==> config.mk <==
export PLATFORM = sky130hd
export DESIGN_NAME = bank_mapper
export DESIGN_NICKNAME = d
export VERILOG_FILES = /design/src/rtl/bank_mapper.sv
export SDC_FILE = /design/constraint.sdc
export NUM_CORES = 1
export LEC_CHECK = 0
export BUFFER_PORTS_ARGS = -buffer_cell sky130_fd_sc_hd__buf_2
export CAP_MARGIN = 20
export CORE_MARGIN = 4
export CORE_UTILIZATION = 42
export CTS_CLUSTER_DIAMETER = 100
export DETAILED_ROUTE_END_ITERATION = 8
export GPL_TIMING_DRIVEN = 0
export PLACE_DENSITY_LB_ADDON = 0.05
export SKIP_LAST_GASP = 1
export SLEW_MARGIN = 20
export SYNTH_ARGS = -nofsm -noshare
export SYNTH_HDL_FRONTEND = slang
export SYNTH_SLANG_ARGS = --single-unit
==> constraint.sdc <==
create_clock -name clock -period 2.83 [get_ports clock]
set_input_delay 0.7075 -clock clock [delete_from_list [all_inputs] [get_ports clock]]
set_output_delay 0.7075 -clock clock [all_outputs]
set_load 0.005 [all_outputs]
==> src/rtl/bank_mapper.sv <==
// bank_mapper: 6509-style execution/indirect bank mapper for a 65xx CPU with SYNC.
// Optional register readback is built when BANK_READBACK_EN is defined.
module bank_mapper #(
    parameter int                    BANK_WIDTH = 4,
    parameter int                    ADDR_WIDTH = 16,
    parameter logic [ADDR_WIDTH-1:0] EXEC_ADDR  = 16'h0000,
    parameter logic [ADDR_WIDTH-1:0] IND_ADDR   = 16'h0001,
    parameter logic [BANK_WIDTH-1:0] RESET_BANK = '1
) (
    input  logic                  clock,
    input  logic                  reset,
    input  logic                  r_w,
    input  logic [ADDR_WIDTH-1:0] address,
    input  logic [7:0]            data_in,
    output logic [7:0]            data_out,
    output logic                  data_oe,
    input  logic                  rdy,
    input  logic                  sync,
    output logic [BANK_WIDTH-1:0] address_bank,
    output logic                  ind_active
);
    typedef enum logic [2:0] {IDLE, OPERAND, PTR_LO, PTR_HI, DATA} state_t;

    state_t                state, state_nx;
    logic [BANK_WIDTH-1:0] exec_bank, ind_bank;
    logic                  advance, hit_exec, hit_ind, ind_opcode;

    assign advance    = rdy | !r_w;
    assign hit_exec   = address == EXEC_ADDR;
    assign hit_ind    = address == IND_ADDR;
    assign ind_opcode = (data_in == 8'hB1) || (data_in == 8'h91);

    // Bank registers load on any CPU write to their address; rdy is irrelevant to writes.
    always_ff @(posedge clock) begin
        if (reset) begin
            exec_bank <= RESET_BANK;
            ind_bank  <= RESET_BANK;
        end else if (!r_w) begin
            if (hit_exec) exec_bank <= data_in[BANK_WIDTH-1:0];
            if (hit_ind)  ind_bank  <= data_in[BANK_WIDTH-1:0];
        end
    end

    // Sequence state register; frozen on stalled read cycles.
    always_ff @(posedge clock) begin
        if (reset) state <= IDLE;
        else if (advance) state <= state_nx;
    end

    // Opcode fetch restarts the sequence; otherwise walk operand/pointer cycles and park in DATA.
    always_comb begin
        state_nx = state;
        if (sync) state_nx = ind_opcode ? OPERAND : IDLE;
        else begin
            case (state)
                OPERAND: state_nx = PTR_LO;
                PTR_LO:  state_nx = PTR_HI;
                PTR_HI:  state_nx = DATA;
                DATA:    state_nx = DATA;
                default: state_nx = IDLE;
            endcase
        end
    end

    assign ind_active   = (state == DATA) && !sync;
    assign address_bank = ind_active ? ind_bank : exec_bank;

`ifdef BANK_READBACK_EN
    // Readback drives the selected register with unused upper bits forced high.
    always_comb begin
        data_out = 8'hFF;
        data_out[BANK_WIDTH-1:0] = hit_exec ? exec_bank : ind_bank;
        data_oe = !reset && r_w && (hit_exec || hit_ind);
        if (!data_oe) data_out = 8'h00;
    end
`else
    assign data_out = 8'h00;
    assign data_oe  = 1'b0;
`endif
endmodule
==> impl_summary.md <==
Run status
The run finished with clean final reports.

Critical path
The critical path arrival is 1.76 ns. The worst setup path is of the input pin to output port kind. At the worst endpoint, the required time is 2.12 ns. The kind of end point of the critical path is an output port. The length in cells of the worst reg-to-reg path is 3. The worst setup path is launched from an input pin. Along the worst path, the maximum fanout reaches 5.

Floorplan
The die is 46.75 um tall. The initial standard-cell utilization of the core is 46.71%. The core region is 0.001350 sq mm.

The die covers 0.002186 sq mm. The floorplan step set the die width to 46.75 um. The standard-cell row count is 13.

During I/O placement, the number of pins put on the boundary was 43.

Drt
The pre-antenna-repair detailed-routing pass consisted of 4 iterations. The total wire length after detailed routing is 1376 um. The number of design rule violations left after detail routing is 0. Dividing the detail-routed via count by the number of cells gives 4.614. The wire length per cell after detailed routing is 10.42 um. After the first detailed-routing iteration, the DRC count stood at 7. The detailed router placed 609 vias in this run. In this run the remaining antenna-violating nets after routing total 0.

CTS
The number of gates resized after cts is 0. After clock tree synthesis, the setup repair step added 0 buffers. Hold repair after CTS inserted 0 buffers. The number of buffers created by CTS is 3.

The number of levels the H-tree was split into is 1. TritonCTS built the clock tree. The buffer levels on the longest clock path is 2. The tree is rooted in a clkbuf_4.

The clock reaches the later pin of the worst-skew pair after 0.27 ns. The clock-pin slew reported for the worst setup and hold paths after clock tree synthesis is 0.07 ns. The clock sink count is 11.

Power and ir drop
The sequential share of power is 50.5%. In this run switching power makes up 23.92% of total power. The clock network fraction of total power is 34.5%. In this run, the combinational gates consume 15.0% of the power. The power consumption is 310.8 uW. The internal power of the cells totals 236.5 uW. The static leakage is 0.3907 nW. Power spread over the standard cell area amounts to 359.0 mW/mm^2. The worst supply voltage drop on vdd is 293.8 uV. In this run the power spent charging and discharging nets is 74.35 uW.

Final layout
The final net count is 147. 0 antenna diodes ended up in the layout. The area growth from synthesis to final layout is 37.30%.

The post-route netlist has 43.59% of its cells at a drive strength greater than 1.

Synth
The flop and latch count out of synthesis is 11. A synthesized cell averages 8.638 sq um. The count of different cell masters after synthesis is 22. Synthesis handed over a netlist of 73 instances.

The cell area after synthesis is 630.6 sq um. Sequential cells were found to cover 34.92% of the synthesized design area. The Yosys warning count is 0.

Timing
The final count of hold timing violations was 0. The count of pins over their slew limit is 0. The clock arrives with 0.0005934 ns of skew. The smallest clock period supported by the final layout is computed as 2.472 ns. The post-route clock period utilization is 87.37%. The maximum clock frequency is 404.5 MHz.

The final sum of negative setup slack is 0 ns. Setup slack closes at 0.3575 ns. The final count of negative-setup-slack endpoints is 0. Setup repair after global routing left no endpoint under its margin.

Global routing
The first global-routing pass estimated 2208 um of wire. The leftover overflow at the end of global routing is 0. The number of antenna violations at the first check in global routing is 0. The maximum number of pins on one net before global-route repair is 11. The number of global-route vias before repair is 544. The overall track demand over capacity in global routing is 14.68%.

Placed design
The number of buffers inserted by port buffering is 32. The post-DP HPWL is 1142 um. Routability-driven placement finished with a final weighted congestion of 0.8033.

The minimum setup slack after placement is 0.3526 ns.

Hold path
The number of stages on the worst hold path is 2. The class of the tightest hold or removal check is flop to flop.

Run
The max-cap check violation count is 0.
## cells in the final DEF, fill, tap and decap left out, drive strengths merged, types with 2 or more instances in the layout
| cell type | n |
|---|---|
| dfxtp | 11 |
| conb | 9 |
| nor2 | 17 |
| nand4 | 2 |
| inv | 2 |
| nor3 | 4 |
| mux2 | 4 |
| clkbuf | 6 |
| mux2i | 8 |
| buf | 41 |
| nor4 | 4 |
## cell type report
class | instances | area (sq um)
Buffer | 11 | 76.32
Multi-Input combinational cell | 57 | 356.6
Inverter | 2 | 7.507
Tap cell | 15 | 18.77
Clock buffer | 4 | 26.28
Sequential cell | 11 | 220.2
Timing Repair Buffer | 32 | 160.2
Fill cell | 123 | 484.2
## per-stage QoR
stage	utilization [%]	hold slack, ns	area (sq um)	instances
after floorplan	-	0.4713	660.6	81
after global placement	62.19	0.4904	839.6	128
after detailed placement	62.19	0.5008	839.6	128
after CTS	64.13	0.5135	865.8	132
after global routing	64.13	0.5509	865.8	132
final	64.13	0.5101	865.8	132
## worst paths after layout
| path | start | endpoint | slack [ns] |
|---|---|---|---|
| setup / recovery | sync | address_bank[3] | 0.36 |
| hold / removal | ind_bank[2] | ind_bank[2] | 0.51 |
| hold reg to reg | ind_bank[2] | ind_bank[2] | 0.51 |
| setup reg to reg | state[0] | state[0] | 1.86 |
## cells by family (layout without fill, tap and decap cells)
| group | count (synthesis) | after routing | share of synthesized area [%] |
|---|---|---|---|
| compound gates | 4 | 4 | 3.968 |
| other cells | 1 | 9 | 0.5947 |
| buf+inv | 13 | 49 | 13.29 |
| simple gates | 32 | 32 | 27.38 |
| flops | 11 | 11 | 34.92 |
| mux | 12 | 12 | 19.84 |
## Yosys cell counts, drive strengths merged
cell | n | area [sq um]
clkbuf | 2 | 8.750
nor2 | 17 | 78.82
a221oi | 1 | 8.760
a31oi | 1 | 6.260
buf | 9 | 67.56
nand4 | 2 | 12.51
mux2 | 4 | 45.04
nor4b | 1 | 8.760
and2 | 1 | 6.260
or2b | 1 | 7.510
mux2i | 8 | 80.08
nor4 | 4 | 25.02
o21ai | 1 | 5.000
and4b | 1 | 10.01
conb | 1 | 3.750
inv | 2 | 7.510
dfxtp | 11 | 220.2
nor3 | 4 | 20.02
a21oi | 1 | 5.000
nand2 | 1 | 3.750
## power by group through the flow
stage          Combinational [mW]  Sequential [mW]  Clock, mW
2_1_floorplan              0.0234            0.160          0
3_3_place_gp               0.0452            0.161          0
3_5_place_dp               0.0457            0.161          0
4_1_cts                    0.0458            0.157      0.113
5_1_grt                    0.0523            0.157      0.122
6_report                   0.0465            0.157      0.107
## critical path, stage by stage
cell      delay (ns)
buf_2           0.12
nor3_1          0.15
and2_1          0.15
clkbuf_2        0.17
mux2_2          0.34
buf_2           0.13
## flip-flops by register name, indices dropped and copies added (netlist names)
name,flops
exec_bank,4
ind_bank,4
state,3
## routing by layer
metal / routed length [um] / part of all wire [%] / GRT usage [%] / vias up
li1: - / - / - / 326
met1: 587 / 43 / 17.76 / 260
met2: 645 / 47 / 23.08 / 21
met3: 133 / 9.7 / 6.897 / 2
met4: 9 / 0.65 / 4.972 / 0
met5: 0 / 0 / 0 / -
(Power assumes the default switching activity.)
